## config.mk

```make
export PLATFORM = sky130hd
export DESIGN_NAME = pdu_uart_interface_flat
export DESIGN_NICKNAME = d
export VERILOG_FILES = /design/src/rtl/pdu_uart_interface_if.sv /design/src/rtl/pdu_uart_interface.sv /design/src/flat_wrapper.sv
export SDC_FILE = /design/constraint.sdc
export NUM_CORES = 1
export LEC_CHECK = 0
export BUFFER_PORTS_ARGS = -buffer_cell sky130_fd_sc_hd__buf_2
export CORE_MARGIN = 10
export CORE_UTILIZATION = 38
export DETAILED_ROUTE_END_ITERATION = 10
export MAX_ROUTING_LAYER = met4
export REMOVE_ABC_BUFFERS = 1
export SYNTH_ARGS = -nofsm -noshare
export SYNTH_HDL_FRONTEND = slang
export SYNTH_SLANG_ARGS = --single-unit
export TNS_END_PERCENT = 50
```

## constraint.sdc

```tcl
create_clock -name clk -period 8.53 [get_ports clk]
set_input_delay 1.2795 -clock clk [delete_from_list [all_inputs] [get_ports clk]]
set_output_delay 1.2795 -clock clk [all_outputs]
set_load 0.01 [all_outputs]
```

## src/rtl/pdu_uart_interface_if.sv

```systemverilog
`default_nettype none
// ---------------------------------------------------------------------------
// pdu_uart_interface_if : register bus between host and the UART block
// Rev 1.0
// ---------------------------------------------------------------------------
interface pdu_uart_interface_if;
  logic [31:0] uart_interface_addr;
  logic [31:0] uart_interface_rdata;
  logic [31:0] uart_interface_wdata;
  logic        uart_interface_we;

  modport master (
    output uart_interface_addr,
    output uart_interface_wdata,
    output uart_interface_we,
    input  uart_interface_rdata
  );

  modport slave (
    input  uart_interface_addr,
    input  uart_interface_wdata,
    input  uart_interface_we,
    output uart_interface_rdata
  );
endinterface
`default_nettype wire

```

## src/rtl/pdu_uart_interface.sv

```systemverilog
`default_nettype none
// ---------------------------------------------------------------------------
// pdu_uart_interface : register-mapped 8N1 UART with TX and RX FIFOs
// Rev 1.0
// ---------------------------------------------------------------------------
module pdu_uart_interface #(
  parameter int CLK_FREQ   = 100000000,
  parameter int BAUD_RATE  = 115200,
  parameter int FIFO_DEPTH = 16
) (
  input  logic                 clk,
  input  logic                 rstn,
  pdu_uart_interface_if.slave  bus,
  output logic                 uart_txd,
  input  logic                 uart_rxd
);

  localparam int DIV   = CLK_FREQ / BAUD_RATE;
  localparam int CNT_W = $clog2(DIV);
  localparam int PTR_W = $clog2(FIFO_DEPTH);
  localparam int CW1   = PTR_W + 1;
  localparam logic [CNT_W-1:0] BAUD_LAST = CNT_W'(DIV - 1);
  localparam logic [CNT_W-1:0] BAUD_HALF = CNT_W'(DIV / 2 - 1);
  localparam logic [PTR_W:0]   FIFO_FULL = CW1'(FIFO_DEPTH);

  typedef enum logic [1:0] {
    IDLE  = 2'd0,
    START = 2'd1,
    DATA  = 2'd2,
    STOP  = 2'd3
  } state_e;

  logic [7:0] off;
  logic       wr_tx, wr_rx, wr_st;
  logic       unused_bits;

  assign off         = bus.uart_interface_addr[7:0];
  assign wr_tx       = bus.uart_interface_we && (off == 8'h00);
  assign wr_rx       = bus.uart_interface_we && (off == 8'h04);
  assign wr_st       = bus.uart_interface_we && (off == 8'h08);
  assign unused_bits = ^{bus.uart_interface_addr[31:8], bus.uart_interface_wdata[31:8]};

  // ---------------- TX FIFO ----------------
  logic [7:0]       tx_mem_q [FIFO_DEPTH];
  logic [PTR_W-1:0] tx_wp_q, tx_rp_q;
  logic [PTR_W:0]   tx_cnt_q;
  logic             tx_pop, tx_push;
  state_e           tx_state_q, tx_state_d;

  assign tx_pop  = (tx_state_q == IDLE) && (tx_cnt_q != '0);
  assign tx_push = wr_tx && ((tx_cnt_q != FIFO_FULL) || tx_pop);

  always_ff @(posedge clk) begin
    if (tx_push) tx_mem_q[tx_wp_q] <= bus.uart_interface_wdata[7:0];
  end

  always_ff @(posedge clk or negedge rstn) begin
    if (!rstn) begin
      tx_wp_q  <= '0;
      tx_rp_q  <= '0;
      tx_cnt_q <= '0;
    end else begin
      if (tx_push) tx_wp_q <= tx_wp_q + 1'b1;
      if (tx_pop)  tx_rp_q <= tx_rp_q + 1'b1;
      case ({tx_push, tx_pop})
        2'b10:   tx_cnt_q <= tx_cnt_q + 1'b1;
        2'b01:   tx_cnt_q <= tx_cnt_q - 1'b1;
        default: tx_cnt_q <= tx_cnt_q;
      endcase
    end
  end

  // ---------------- TX FSM ----------------
  logic [CNT_W-1:0] tx_baud_q, tx_baud_d;
  logic [2:0]       tx_bit_q, tx_bit_d;
  logic [7:0]       tx_shift_q, tx_shift_d;

  always_ff @(posedge clk or negedge rstn) begin
    if (!rstn) begin
      tx_state_q <= IDLE;
      tx_baud_q  <= '0;
      tx_bit_q   <= '0;
      tx_shift_q <= '0;
    end else begin
      tx_state_q <= tx_state_d;
      tx_baud_q  <= tx_baud_d;
      tx_bit_q   <= tx_bit_d;
      tx_shift_q <= tx_shift_d;
    end
  end

  always_comb begin
    tx_state_d = tx_state_q;
    tx_baud_d  = tx_baud_q;
    tx_bit_d   = tx_bit_q;
    tx_shift_d = tx_shift_q;
    case (tx_state_q)
      IDLE: begin
        if (tx_pop) begin
          tx_shift_d = tx_mem_q[tx_rp_q];
          tx_baud_d  = '0;
          tx_state_d = START;
        end
      end
      START: begin
        if (tx_baud_q == BAUD_LAST) begin
          tx_baud_d  = '0;
          tx_bit_d   = '0;
          tx_state_d = DATA;
        end else begin
          tx_baud_d = tx_baud_q + 1'b1;
        end
      end
      DATA: begin
        if (tx_baud_q == BAUD_LAST) begin
          tx_baud_d  = '0;
          tx_shift_d = {1'b0, tx_shift_q[7:1]};
          if (tx_bit_q == 3'd7) tx_state_d = STOP;
          else                  tx_bit_d   = tx_bit_q + 1'b1;
        end else begin
          tx_baud_d = tx_baud_q + 1'b1;
        end
      end
      default: begin
        if (tx_baud_q == BAUD_LAST) begin
          tx_baud_d  = '0;
          tx_state_d = IDLE;
        end else begin
          tx_baud_d = tx_baud_q + 1'b1;
        end
      end
    endcase
  end

  // Decoded straight from state so an asynchronous reset forces the line idle at once.
  assign uart_txd = (tx_state_q == START) ? 1'b0 :
                    (tx_state_q == DATA)  ? tx_shift_q[0] : 1'b1;

  // ---------------- RX synchronizer + FSM ----------------
  logic [1:0]       rx_sync_q;
  logic             rx_prev_q, rx_s, rx_done;
  state_e           rx_state_q, rx_state_d;
  logic [CNT_W-1:0] rx_baud_q, rx_baud_d;
  logic [2:0]       rx_bit_q, rx_bit_d;
  logic [7:0]       rx_shift_q, rx_shift_d;

  assign rx_s = rx_sync_q[1];

  always_ff @(posedge clk or negedge rstn) begin
    if (!rstn) begin
      rx_sync_q  <= 2'b11;
      rx_prev_q  <= 1'b1;
      rx_state_q <= IDLE;
      rx_baud_q  <= '0;
      rx_bit_q   <= '0;
      rx_shift_q <= '0;
    end else begin
      rx_sync_q  <= {rx_sync_q[0], uart_rxd};
      rx_prev_q  <= rx_s;
      rx_state_q <= rx_state_d;
      rx_baud_q  <= rx_baud_d;
      rx_bit_q   <= rx_bit_d;
      rx_shift_q <= rx_shift_d;
    end
  end

  always_comb begin
    rx_state_d = rx_state_q;
    rx_baud_d  = rx_baud_q;
    rx_bit_d   = rx_bit_q;
    rx_shift_d = rx_shift_q;
    rx_done    = 1'b0;
    case (rx_state_q)
      IDLE: begin
        if (rx_prev_q && !rx_s) begin
          rx_baud_d  = '0;
          rx_state_d = START;
        end
      end
      START: begin
        // Mid-start re-check: a line back high here was only a glitch.
        if (rx_baud_q == BAUD_HALF) begin
          rx_baud_d  = '0;
          rx_bit_d   = '0;
          rx_state_d = rx_s ? IDLE : DATA;
        end else begin
          rx_baud_d = rx_baud_q + 1'b1;
        end
      end
      DATA: begin
        if (rx_baud_q == BAUD_LAST) begin
          rx_baud_d  = '0;
          rx_shift_d = {rx_s, rx_shift_q[7:1]};
          if (rx_bit_q == 3'd7) rx_state_d = STOP;
          else                  rx_bit_d   = rx_bit_q + 1'b1;
        end else begin
          rx_baud_d = rx_baud_q + 1'b1;
        end
      end
      default: begin
        if (rx_baud_q == BAUD_LAST) begin
          rx_baud_d  = '0;
          rx_done    = rx_s;
          rx_state_d = IDLE;
        end else begin
          rx_baud_d = rx_baud_q + 1'b1;
        end
      end
    endcase
  end

  // ---------------- RX FIFO ----------------
  logic [7:0]       rx_mem_q [FIFO_DEPTH];
  logic [PTR_W-1:0] rx_wp_q, rx_rp_q;
  logic [PTR_W:0]   rx_cnt_q;
  logic             rx_pop, rx_push, rx_ovr_q;

  assign rx_pop  = wr_rx && (rx_cnt_q != '0);
  assign rx_push = rx_done && ((rx_cnt_q != FIFO_FULL) || rx_pop);

  always_ff @(posedge clk) begin
    if (rx_push) rx_mem_q[rx_wp_q] <= rx_shift_q;
  end

  always_ff @(posedge clk or negedge rstn) begin
    if (!rstn) begin
      rx_wp_q  <= '0;
      rx_rp_q  <= '0;
      rx_cnt_q <= '0;
      rx_ovr_q <= 1'b0;
    end else begin
      if (rx_push) rx_wp_q <= rx_wp_q + 1'b1;
      if (rx_pop)  rx_rp_q <= rx_rp_q + 1'b1;
      case ({rx_push, rx_pop})
        2'b10:   rx_cnt_q <= rx_cnt_q + 1'b1;
        2'b01:   rx_cnt_q <= rx_cnt_q - 1'b1;
        default: rx_cnt_q <= rx_cnt_q;
      endcase
      if (rx_done && !rx_push)                         rx_ovr_q <= 1'b1;
      else if (wr_st && bus.uart_interface_wdata[3])   rx_ovr_q <= 1'b0;
    end
  end

  // ---------------- Read mux ----------------
  always_comb begin
    bus.uart_interface_rdata = '0;
    case (off)
      8'h04: bus.uart_interface_rdata = (rx_cnt_q != '0) ? {24'h0, rx_mem_q[rx_rp_q]} : 32'h0;
      8'h08: bus.uart_interface_rdata = {27'h0, (tx_state_q != IDLE), rx_ovr_q,
                                         (rx_cnt_q != '0), (tx_cnt_q == '0),
                                         (tx_cnt_q == FIFO_FULL)};
      default: bus.uart_interface_rdata = '0;
    endcase
  end

endmodule
`default_nettype wire
```

## src/flat_wrapper.sv

```systemverilog
// flat-port wrapper written by rule: the top's interface ports become plain ports
module pdu_uart_interface_flat 
#(
  parameter int CLK_FREQ   = 100000000,
  parameter int BAUD_RATE  = 115200,
  parameter int FIFO_DEPTH = 16
)
  (clk, rstn, uart_txd, uart_rxd, bus_uart_interface_addr, bus_uart_interface_wdata, bus_uart_interface_we, bus_uart_interface_rdata);
  pdu_uart_interface_if bus_i ();
  input  logic clk;
  input  logic rstn;
  output logic uart_txd;
  input  logic uart_rxd;
  input wire logic [$bits(bus_i.uart_interface_addr)-1:0] bus_uart_interface_addr;
  input wire logic [$bits(bus_i.uart_interface_wdata)-1:0] bus_uart_interface_wdata;
  input wire logic [$bits(bus_i.uart_interface_we)-1:0] bus_uart_interface_we;
  output wire logic [$bits(bus_i.uart_interface_rdata)-1:0] bus_uart_interface_rdata;
  assign bus_i.uart_interface_addr = bus_uart_interface_addr;
  assign bus_i.uart_interface_wdata = bus_uart_interface_wdata;
  assign bus_i.uart_interface_we = bus_uart_interface_we;
  assign bus_uart_interface_rdata = bus_i.uart_interface_rdata;
  pdu_uart_interface #(.CLK_FREQ(CLK_FREQ), .BAUD_RATE(BAUD_RATE), .FIFO_DEPTH(FIFO_DEPTH)) u_core (.clk(clk), .rstn(rstn), .bus(bus_i), .uart_txd(uart_txd), .uart_rxd(uart_rxd));
endmodule
```

==> results.md <==
* Clock power frac at 36.8%
* Final HPWL from detailed placement at 17350 um
* Clk root buf: clkbuf_16
* Post-synth top area share at a little over half
* Full die area at about 46000 um2
* Via density per instance at between 5 and 6
* Fmax achieved at approximately 240 MHz
* Worst slack at placement at 4.063 ns
* EDFF count, synth at around 260
* Largest area contributor in the netlist: edfxtp_1
* RSZ-0062 raised after global routing: no
* Synthesized instance count at 838
* Post-route minimum period at 4.227 ns
* Count of final setup violators at 0
* Worst-path clk slew at roughly 0.060 ns
* Synth top area cells: edfxtp_1 (54%), dfrtp_1 (13%), mux4_2 (12%)
* H-tree depth at 2
* Max-Cap Viols at 0
* Initial core utilization at 38.74%
* Post-route setup slack at 4.303 ns
* First-pass GRT wire length at 43260 um
* CTS tree: built
* Non-filler cells, final at 1373
* Die Span Y at 213.7 um
* Share of cells above drive strength 1 at 22.54%
* CP endpoint kind: output port
* R2R depth at 12
* Clock Sinks at 332
* Register area share after synthesis at 67.31%
* Vias in the first global route at roughly 7300
* CP max FO at 35
* DRT antenna net count at 0
* Placed Cells at between 1000 and 1500
* Final #Nets at 972
* Final Cell Area at 15910 um2
* Post-cts sizing count at 0
* WS Path Type: reg2out
* DR DRC count at 0
* Synthesized cell area at 14250 um2
* Total GRT Usage at 12.62%
* Worst Skew at around 0.022 ns
* Initial antenna violation count at 0
* Synth Register Bits at 332
* Main synth FF type: edfxtp_1
* Top cells by count, synth: edfxtp_1 (256), mux4_2 (77), dfrtp_1 (73), nand2_1 (34), nor2_1 (34)
* Clock Path Buffers at 3
* Core area at between 30000 and 40000 um2
* Part of the cycle the worst path needs at 49.56%
* Row count at 70
* Syn Area/Cell at 17.01 um2
* Library cells used by synthesis at 69
* Portion of total power attributed to combinational logic at 15.7%
* Placed standard-cell area at 14780 um2
* Hold Crit Depth at 0
* Vias at roughly 7000
* Cell Pwr Density at 252.4 nW/um2
* Clk Latency, worst-skew pair at 0.52 ns
* Synth async-reset ratio at a little under a quarter
* Crit-path cells: buf_4 -> mux4_2 -> mux4_2 -> inv_1 -> o22ai_1 -> buf_2
* Largest stage delay, worst path at approximately 0.63 ns
* IO Port Bufs at 28
* WL/cell at 19.86 um
* Worst-Margin Slew at approximately 1.0 ns
* CP required at 7.25 ns
* Setup Buffers After CTS at 0
* # fillers at 3236
* HP Class: reg2reg
* Grt ovf at 0
* Critical path data arrival time at approximately 3.0 ns
* Power Internal at about 0.003 W
* Final hold slack at 0.3576 ns
* Most frequent cell after synthesis: edfxtp_1
* Peak VDD IR at 0.1488 mV
* I/O pin cnt at 101
* Psw at 0.001026 W
* Outcome: complete, no violations
* Final Max Tran Viols at 0
* Starting DRT DRC Count at 501
* Switching Fraction at between 20% and 30%
* LEAKAGE at ~5.9 nW
* Die W at approximately 210 um
* # hold bufs at CTS at 0
* Diodes inserted at 0
* Area growth, synth to finish at 11.63%
* First drt pass iteration count at 5
* CTS Buf Count at 37
* Largest net degree at the start of global routing at 60
* Top cell by count, worst path: mux4_2
* Final wirelength at 27270 um
* Power share of the sequential group at 47.4%
* Startpoint types: flop
* Final Hold Violating Endpoints at 0
* RePlAce Congestion at 0.7824
* Max_slew headroom at around a third
* Worst path slowest cell: mux4_2
* Setup_tns at 0 ns
* YS warnings at 0
## registers in the layout (all words and copies together), names as in the netlist, 2 cells and up
register / cells
u_core.rx_mem_q: 128
u_core.tx_mem_q: 128
u_core.rx_baud_q: 10
u_core.tx_baud_q: 10
u_core.rx_shift_q: 8
u_core.tx_shift_q: 8
u_core.rx_cnt_q: 5
u_core.tx_cnt_q: 5
u_core.rx_rp_q: 4
u_core.rx_wp_q: 4
u_core.tx_rp_q: 4
u_core.tx_wp_q: 4
u_core.rx_bit_q: 3
u_core.tx_bit_q: 3
u_core.rx_state_q: 2
u_core.rx_sync_q: 2
u_core.tx_state_q: 2
## power groups by stage
stage,clock network (W),logic [W],registers [W]
4_1_cts,0.00152,0.000645,0.00191
3_5_place_dp,0,0.000643,0.00194
6_report,0.00148,0.000632,0.00191
3_3_place_gp,0,0.000632,0.00194
5_1_grt,0.00158,0.000703,0.00192
2_1_floorplan,0,0.000442,0.00195
## layout by cell type (no fill, tap or decap), drive strengths merged, types with 8 or more instances in the layout
| cell | count |
|---|---|
| edfxtp | 256 |
| mux4 | 77 |
| dfrtp | 73 |
| clkbuf | 53 |
| buf | 38 |
| nor2 | 36 |
| nand2 | 35 |
| o21ai | 32 |
| inv | 31 |
| and2 | 27 |
| ha | 26 |
| conb | 24 |
| xor2 | 18 |
| a21oi | 18 |
| nand3 | 14 |
| mux2 | 14 |
| xnor2 | 12 |
| mux2i | 11 |
| clkinv | 10 |
| nor4 | 9 |
| nor2b | 8 |
## kinds of logic after synthesis
family | count (synthesis) | synth area share, %
simple gates | 172 | 7.243
fa+ha+maj | 26 | 2.283
buf+inv | 88 | 3.284
flops | 332 | 67.31
xor+xnor | 30 | 1.844
other cells | 1 | 0.02631
mux | 102 | 14.07
compound gates | 87 | 3.933
## metal layers
metal / vias to the layer above / global-route usage [%] / part of all wire [%]
met5: - / - / 0
met4: 0 / 3.960 / 2.2
met3: 41 / 2.146 / 3.9
met2: 139 / 19.29 / 47
met1: 3616 / 16.98 / 47
li1: 3288 / - / -
## cell type report
| type | count | area (um2) | share of cell area, % |
|---|---|---|---|
| Sequential cell | 332 | 9595 | 60.31 |
| Multi-Input combinational cell | 441 | 4277 | 26.88 |
| Clock buffer | 53 | 1059 | 6.654 |
| Tap cell | 468 | 585.6 | 3.681 |
| Timing Repair Buffer | 38 | 217.7 | 1.368 |
| Inverter | 28 | 105.1 | 0.6606 |
| Clock inverter | 13 | 70.07 | 0.4404 |
## worst paths after layout
check	slack, ns	end	startpoint
max reg2reg	5.14	u_core.tx_cnt_q[4]	u_core.tx_state_q[0]
min reg2reg	0.36	u_core.rx_sync_q[1]	u_core.rx_sync_q[0]
min in group asynchronous	0.63	u_core.tx_state_q[0]	rstn
max	4.30	bus_uart_interface_rdata[3]	u_core.rx_rp_q[0]
min	0.36	u_core.rx_sync_q[1]	u_core.rx_sync_q[0]
max in group asynchronous	6.82	u_core.rx_rp_q[0]	rstn
## critical path: cells and delay by family (launching register included)
kind	cells	cell delay, ns
buf+inv	3	0.82
mux	2	1.15
flops	1	0.34
compound gates	1	0.12
## through the flow
step                total power (W)  utilization, %
floorplan                  0.002396               -
global route               0.004206           43.25
global placement           0.002567           40.18
finish                     0.004016           43.25
CTS                        0.004068           43.25
detailed placement         0.002581           40.18
Power figures use the tool's default switching activity.
